`src/rtl/cpu_regfile_pkg.sv`:
```
// Shared definitions for the pipelined CPU register file.
// Holds default widths, derived register/counter limits and the
// hard-wired zero register index.
package cpu_regfile_pkg;

  localparam int unsigned DATA_W_DEF = 32;
  localparam int unsigned ADDR_W_DEF = 5;
  localparam int unsigned PEND_W_DEF = 2;

  localparam int unsigned NREGS    = 2 ** ADDR_W_DEF;
  localparam int unsigned PEND_MAX = (2 ** PEND_W_DEF) - 1;

  localparam int unsigned ZERO_REG = 0;

endpackage

```
`src/rtl/regfile_sb_cnt.sv`:
```
// Saturating up/down pending-write counter for one register.
// Ports:
//   clk, rst_n : clock, synchronous active-low reset
//   inc, dec   : count up (issue) / count down (retire); both = hold
//   cnt        : current count
//   zero, full : cnt == 0 / cnt == all ones
module regfile_sb_cnt #(
  parameter int unsigned PEND_W = 2
) (
  input  logic              clk,
  input  logic              rst_n,
  input  logic              inc,
  input  logic              dec,
  output logic [PEND_W-1:0] cnt,
  output logic              zero,
  output logic              full
);

  assign zero = (cnt == '0);
  assign full = (cnt == '1);

  always_ff @(posedge clk) begin
    if (!rst_n) begin
      cnt <= '0;
    end else if (inc && !dec && !full) begin
      cnt <= cnt + PEND_W'(1);
    end else if (dec && !inc && !zero) begin
      cnt <= cnt - PEND_W'(1);
    end
  end

endmodule

```
`src/rtl/regfile_sb.sv`:
```
// Parametrised register file with write-to-read bypass and a per-register
// pending-write scoreboard.
// Ports:
//   clk, rst_n              : clock, synchronous active-low reset
//   RdReg1/RdReg2, RD1/RD2  : combinational read ports (r0 reads 0)
//   busy1/busy2             : read address has an uncommitted pending write
//   regWr/WrReg/WriteData   : writeback port (retires one pending write)
//   iss_en/iss_addr         : decode issues a destination register
//   iss_ready               : iss_addr counter not saturated
//   pend_any                : any pending write outstanding
//   err_wr                  : sticky, writeback to a register with no pending write
module regfile_sb
  import cpu_regfile_pkg::*;
#(
  parameter int unsigned DATA_W = DATA_W_DEF,
  parameter int unsigned ADDR_W = ADDR_W_DEF,
  parameter int unsigned PEND_W = PEND_W_DEF,
  parameter int unsigned BYPASS = 1
) (
  input  logic              clk,
  input  logic              rst_n,
  input  logic [ADDR_W-1:0] RdReg1,
  input  logic [ADDR_W-1:0] RdReg2,
  output logic [DATA_W-1:0] RD1,
  output logic [DATA_W-1:0] RD2,
  output logic              busy1,
  output logic              busy2,
  input  logic              regWr,
  input  logic [ADDR_W-1:0] WrReg,
  input  logic [DATA_W-1:0] WriteData,
  input  logic              iss_en,
  input  logic [ADDR_W-1:0] iss_addr,
  output logic              iss_ready,
  output logic              pend_any,
  output logic              err_wr
);

  localparam int unsigned N_REGS = 2 ** ADDR_W;
  localparam logic [ADDR_W-1:0] R0 = ADDR_W'(ZERO_REG);

  logic [DATA_W-1:0] regs [N_REGS];
  logic [PEND_W-1:0] cnt  [N_REGS];
  logic [N_REGS-1:0] zero_vec;
  logic [N_REGS-1:0] full_vec;

  logic wr_nz;
  logic iss_inc;
  logic wb_dec;

  assign wr_nz   = regWr && (WrReg != R0);
  assign iss_ready = (iss_addr == R0) || !full_vec[iss_addr];
  assign iss_inc = iss_en && iss_ready && (iss_addr != R0);
  assign wb_dec  = wr_nz && !zero_vec[WrReg];
  assign pend_any = ~&zero_vec;

  // r0 has no counter: permanently idle, never full.
  assign cnt[0]      = '0;
  assign zero_vec[0] = 1'b1;
  assign full_vec[0] = 1'b0;

  genvar r;
  generate
    for (r = 1; r < N_REGS; r++) begin : g_cnt
      regfile_sb_cnt #(
        .PEND_W (PEND_W)
      ) u_cnt (
        .clk   (clk),
        .rst_n (rst_n),
        .inc   (iss_inc && (iss_addr == ADDR_W'(r))),
        .dec   (wb_dec && (WrReg == ADDR_W'(r))),
        .cnt   (cnt[r]),
        .zero  (zero_vec[r]),
        .full  (full_vec[r])
      );
    end
  endgenerate

  always_ff @(posedge clk) begin
    if (!rst_n) begin
      for (int unsigned i = 0; i < N_REGS; i++) begin
        regs[i] <= '0;
      end
      err_wr <= 1'b0;
    end else begin
      if (wr_nz) begin
        regs[WrReg] <= WriteData;
        if (zero_vec[WrReg]) begin
          err_wr <= 1'b1;
        end
      end
    end
  end

  always_comb begin
    RD1 = '0;
    RD2 = '0;
    if (RdReg1 != R0) begin
      RD1 = (BYPASS != 0 && regWr && WrReg == RdReg1) ? WriteData : regs[RdReg1];
    end
    if (RdReg2 != R0) begin
      RD2 = (BYPASS != 0 && regWr && WrReg == RdReg2) ? WriteData : regs[RdReg2];
    end
  end

  // The final outstanding write is being forwarded this cycle, so the reader
  // already sees the committed value and need not stall.
  always_comb begin
    busy1 = !zero_vec[RdReg1];
    busy2 = !zero_vec[RdReg2];
    if (BYPASS != 0 && regWr && WrReg == RdReg1 && cnt[RdReg1] == PEND_W'(1)) begin
      busy1 = 1'b0;
    end
    if (BYPASS != 0 && regWr && WrReg == RdReg2 && cnt[RdReg2] == PEND_W'(1)) begin
      busy2 = 1'b0;
    end
  end

endmodule
```
`config.mk`:
```
export PLATFORM = sky130hd
export DESIGN_NAME = regfile_sb
export DESIGN_NICKNAME = d
export VERILOG_FILES = /design/src/rtl/cpu_regfile_pkg.sv /design/src/rtl/regfile_sb_cnt.sv /design/src/rtl/regfile_sb.sv
export SDC_FILE = /design/constraint.sdc
export NUM_CORES = 2
export LEC_CHECK = 0
export ABC_AREA = 1
export BUFFER_PORTS_ARGS = -buffer_cell sky130_fd_sc_hd__buf_2
export CAP_MARGIN = 5
export CELL_PAD_IN_SITES_DETAIL_PLACEMENT = 2
export CELL_PAD_IN_SITES_GLOBAL_PLACEMENT = 2
export CORE_MARGIN = 2
export CORE_UTILIZATION = 38
export DETAILED_ROUTE_END_ITERATION = 8
export PLACE_DENSITY_LB_ADDON = 0.1
export SLEW_MARGIN = 10
export SYNTH_ARGS = -nofsm -noshare
export SYNTH_HDL_FRONTEND = slang
export SYNTH_HIERARCHICAL = 1
export SYNTH_SLANG_ARGS = --single-unit
```
`constraint.sdc`:
```
create_clock -name clk -period 4.1 [get_ports clk]
set_clock_uncertainty 0.15 [all_clocks]
set_input_delay 0.615 -clock clk [delete_from_list [all_inputs] [get_ports clk]]
set_output_delay 0.615 -clock clk [all_outputs]
set_load 0.01 [all_outputs]
```
# [Yosys cells after proc, flatten, opt, wreduce, memory -nomap -nowiden]
# Memories as Yosys holds them, arrays and structs flattened.
# Index checks and enable logic that the tools add are counted.
# Widths: inputs -> output; s select.
[op_classes] addsub=62 magnitude_cmp=6 eq_ne=97 muxes=89 bitwise_logic=2 n_reduce_logical=394
[ops] op="$logic_and 1x1->1" n=194
[ops] op="$eq 5x5->1 const B" n=32
[ops] op="$mux 32" n=5
[ops] op="$mux 2" n=66
[ops] op="$logic_not 1->1" n=129
[ops] op="$eq 5x4->1 const B" n=16
[ops] op="$add 2x1->2 const B" n=31
[ops] op="$eq 2x2->1 const B" n=31
[ops] op="$logic_not 2->1" n=31
[ops] op="$reduce_bool 2->1" n=31
[ops] op="$sub 2x1->2 const B" n=31
[ops] op="$eq 5x3->1 const B" n=8
[ops] op="$reduce_or 32->1" n=1
[ops] op="$reduce_and 31->1" n=1
[ops] op="$lt 5x6->1 const B" n=4
[ops] op="$bmux 1 s5" n=4
[ops] op="$bmux 2 s5" n=2
[ops] op="$eq 5x2->1 const B" n=4
[ops] op="$reduce_bool 5->1" n=4
[ops] op="$ge 6x6->1 const B" n=2
[ops] op="$not 5->6" n=2
[ops] op="$mux 1" n=11
[ops] op="$eq 5x1->1 const B" n=2
[ops] op="$eq 5x5->1" n=2
[ops] op="other kinds (5)" n=6
[word_totals] reg_bits=63 mem_bits_rw=1024 input_bits=56 out_inout_bits=69 word_cells=683 memories=1
[mem_list] name="regs" words=32 word_bits=32 read_ports=2 rd_ports_with_merged_regs=0 write_ports=32 line="regfile_sb.sv:41" text="logic [DATA_W-1:0] regs [N_REGS];"

# [Logic depth before layout (Yosys ltp)]
[logic_depth] word_depth=13 ltp_mapped=21 ltp_nobuf=20

# [Modules after synthesis]
# The synthesis kept the hierarchy.
[by_module_without_submodules] mod="regfile_sb" instances=1 cells_per_inst=7752 area_each_um2=60376.7 seq_area_each_um2=30769.5
[by_module_without_submodules] mod="regfile_sb_cnt" instances=31 cells_per_inst=20 area_each_um2=120.1 seq_area_each_um2=40.0

# [Worst setup path before layout]
# OpenSTA, ideal clock, no wires.
[synth_timing] path_kind="input -> register" start="input port rst_n" end="memory regs[10][0] (netlist name), enable pin" t_arrival_ns=2.729 t_required_ns=3.561 path_slack_ns=0.832 path_stages=7 path_cell_list="clkbuf_1 > inv_1 > nor2_4 > buf_6 > nand3_2 > buf_2 > nand2_1"
[synth_lines] element="from (decl)" line="regfile_sb.sv:21" text="input logic rst_n,"
[synth_lines] element="to (decl)" line="regfile_sb.sv:41"

# [Final worst setup path]
[layout_timing] start="input port RdReg1[0]" end="output port RD1[26]"
[layout_between] elab_chain_cells=4
[layout_lines] element="from (decl)" line="regfile_sb.sv:22" text="input logic [ADDR_W-1:0] RdReg1,"
[layout_lines] element="parallel branches: the longest is 3 deep, another holds $mem_v2 32x32"
[layout_lines] element="$mux 32 *" line="regfile_sb.sv:97" text="if (RdReg1 != R0) begin"
[layout_lines] element="to (decl)" line="regfile_sb.sv:24" text="output logic [DATA_W-1:0] RD1,"
# Mark *: on every way between the ends.

==> flow_metrics.py <==
metrics = {
    "outcome": {
        "status": "complete, no violations",
    },
    "floorplan": {
        "die_h_um": 415,
        "core_area_sq_um": 167000,
        "start_util_pct": 38.3,
        "num_rows": 150,
        "ios": 125,
        "fp.dieW_um": 415,
        "dieArea_sq_um": 172000,
    },
    "synthesis": {
        "synth_cell_type_count": 35,
        "yosysWarnings": 6,
        "syn_area_sq_um": 64100,
        "ys_ff_latch": 1087,
        "netlist_instances": 8372,
        "ys.flop_type": "edfxtp_1",
        "synth-edff-count": 1024,
        "synth_area_per_cell_sq_um": 7.66,
        "ys_seq_area_share_pct": 49.9,
        "async_reset_ff_share_pct": 0,
    },
    "setup_path": {
        "r2r_start": "g_cnt[13].u_cnt/cnt[1]$_SDFFE_PN0P_",
        "ff2ff_setup_slack_ps": 1050,
        "max_stage_delay_ps": 450,
        "worstPathBufferInverterCount": 7,
        "cp_common_cell": "buf_12",
        "startpoint_type": "input port",
        "crit_path_cell_trace": "buf_8, buf_6, o22ai_1, nor2_1, nand3_2, buf_12, inv_2, buf_12, nand2_1, a21oi_2, buf_4, buf_2",
        "crit_family": "buffers and inverters",
        "path_max_fanout": 56,
        "worstPathArrival_ps": 3210,
        "setup.worst_path.end_class": "output port",
        "critical_path.startpoint": "RdReg1[0]",
        "crit_required_ps": 3340,
        "critPathKind": "input port to output port",
        "slowest_stage": "buf_6",
    },
    "pwr": {
        "power_switching_mw": 8.76,
        "irDropWorstVdd_v": 0.000458,
        "total_power_mw": 29.2,
        "clockPowerShare_pct": 40.0,
        "p_per_area_nw_per_um2": 403,
        "p_int_mw": 20.4,
        "sw_frac_of_total_pct": 30.0,
        "power_frac_comb_pct": 15.5,
        "sequentialPowerShare_pct": 44.5,
        "p_leak_nw": 30.0,
    },
    "clock_tree": {
        "numCtsBuffers": 137,
        "cts_setup_buffers": 0,
        "cts_buffer_depth": 3,
        "cts-root-buf": "clkbuf_16",
        "ctsHoldBuffers": 0,
        "clock_latency_ps": 800,
        "htree_levels": 4,
        "cts_tree": "yes",
        "cts_sinks": 1087,
        "clkTransAtPathRegs_ps": 60,
    },
    "route": {
        "route.vias.total": 64075,
        "drc": 0,
        "first_iter_violations": 5888,
        "detail_route.first_pass.iterations": 5,
        "drt.antenna.violating_nets": 0,
        "drt_wl_total_um": 326000,
        "wl_per_cell_um": 30.8,
        "vias_per_cell": 6.04,
    },
    "placement": {
        "port_buffers": 124,
        "dp_hpwl_um": 208000,
        "globalplace.congestion": 0.865,
        "pre_cts_ws_ps": -232,
    },
    "grt": {
        "grt_pass1_vias": 67789,
        "overflow": 0,
        "grt_start_max_net_pins": 130,
        "grt_antenna_before_repair": 3,
        "grt_first_pass_wirelength_um": 470000,
        "grtUsageTotal_pct": 37.2,
    },
    "final_layout": {
        "final_cell_mix": "1,806 x nand2_1, 1,613 x nor2_1, 1,024 x edfxtp_1, 866 x nand3_1, 816 x inv_1",
        "drive_above_1_share_pct": 9.11,
        "area_delta_synth_final_pct": 12.9,
        "fillCellCount": 19064,
        "final_common_cell": "nand2_1",
        "seqCellArea_sq_um": 32000,
        "final_util_pct": 43.2,
        "fin_nets": 8356,
        "multi_input_area_sq_um": 26400,
    },
    "flow_run": {
        "cap_viol_max_count": 0,
    },
    "hold_path": {
        "hp-class": "input port to flop",
        "hold_start": "WriteData[19]",
    },
    "sta": {
        "worst_pin_slew_ps": 1060,
        "rsz0062_at_grt": "no",
        "fin_crit_ps": 3980,
        "final.setup.worst_slack_ps": 120,
        "final_hold_viol_count": 0,
        "setup_viol": 0,
        "setup_tns_ps": 0,
        "fmax_mhz": 251,
        "holdWs_ps": 62.3,
        "relSlewSlack_pct": 29.4,
        "fin_crit_sh_pct": 97.1,
        "drv_slew": 0,
    },
}
## final timing paths
kind	end	cells past startpoint
max	RD1[26]	12
max reg2reg	g_cnt[13].u_cnt/cnt[0]$_SDFFE_PN0P_	14
min reg2reg	err_wr$_SDFFE_PN0P_	2
min	regs[2][19]$_SDFFCE_PN0P_	3
## synth_stat cells (4+ instances only)
| library cell | instances | area [sq um] |
|---|---|---|
| clkbuf_1 | 353 | 1330 |
| buf_4 | 4 | 30.0 |
| a22oi_1 | 7 | 52.6 |
| o21a_1 | 12 | 90.1 |
| inv_1 | 826 | 3100 |
| nor2_2 | 6 | 37.5 |
| clkinv_1 | 4 | 15.0 |
| nor2_1 | 1617 | 6070 |
| dfxtp_1 | 63 | 1260 |
| nand2_1 | 1839 | 6900 |
| o21ai_0 | 372 | 1860 |
| buf_2 | 242 | 1210 |
| nand3_2 | 30 | 300 |
| nor3_1 | 11 | 55.1 |
| nand4_1 | 36 | 225 |
| o22ai_1 | 6 | 37.5 |
| a21oi_1 | 449 | 2250 |
| nand2_2 | 64 | 400 |
| o211ai_1 | 422 | 3170 |
| nand3_1 | 870 | 4350 |
| edfxtp_1 | 1024 | 30700 |
| nand3b_1 | 17 | 128 |
| buf_1 | 62 | 233 |
| inv_2 | 11 | 41.3 |
## routing by layer
metal	up-vias	track usage (%)	share of wire, %
met5	-	0	0.0025
met4	2	24.5	7.5
met3	933	5.38	6.7
met2	2679	60.5	46
met1	33024	46.1	40
li1	27437	-	-
## cell families (layout without fill, tap and decap cells)
group	count (synthesis)	in the layout	share of synthesized area [%]
DFF	1087	1087	49.9
buffers and inverters	1505	1501	9.34
and+or+nand+nor	4503	4503	29.0
AOI/OAI and AO/OA	1276	1276	11.7
other	1	33	0.00585
## state kept, by name (all words and copies together) (netlist names)
signal,cells
err_wr,1
g_cnt.u_cnt/cnt,62
regs,1024
## final cells by class
type,instances,area share (%)
antenna,1,0.00346
clock buffer,184,5.20
clock inverter,54,0.493
inverter,841,4.41
multi-input combinational,5811,36.4
sequential,1087,44.2
tap,2204,3.81
timing repair buffer,422,5.45
## through the flow
step                area (sq um)  std cells
finish                     72400      10604
global route               72400      10603
CTS                        72400      10603
detailed placement         68300      10365
global placement           68300      10365
floorplan                  64200       8403
## worst reg2reg max path, stage by stage, from the launching register on
cell     delay, ps
dfxtp_1        360
nand2_1        100
inv_1           90
nand2_1         80
nand2_1        100
nand2_1         80
nand3_1         90
nand2_1         80
nand2_1         50
o21ai_1        340
nand3_2        390
nor2_1         590
nand3_1        190
a21oi_1        190
nor2_1          60
## power by group through the flow
stage          clock, mW  combinational [mW]  sequential [mW]
5_1_grt             12.2                4.77             13.0
6_report            11.7                4.53             13.0
3_5_place_dp           0                4.41             13.2
2_1_floorplan          0                2.33             13.1
4_1_cts             11.8                4.45             13.0
3_3_place_gp           0                4.27             13.1
## what timing repair did
action,in CTS,in global routing
resized for setup,2,1
gates cloned,0,0
setup endpoints to repair,1,1
Power figures use the tool's default switching activity.
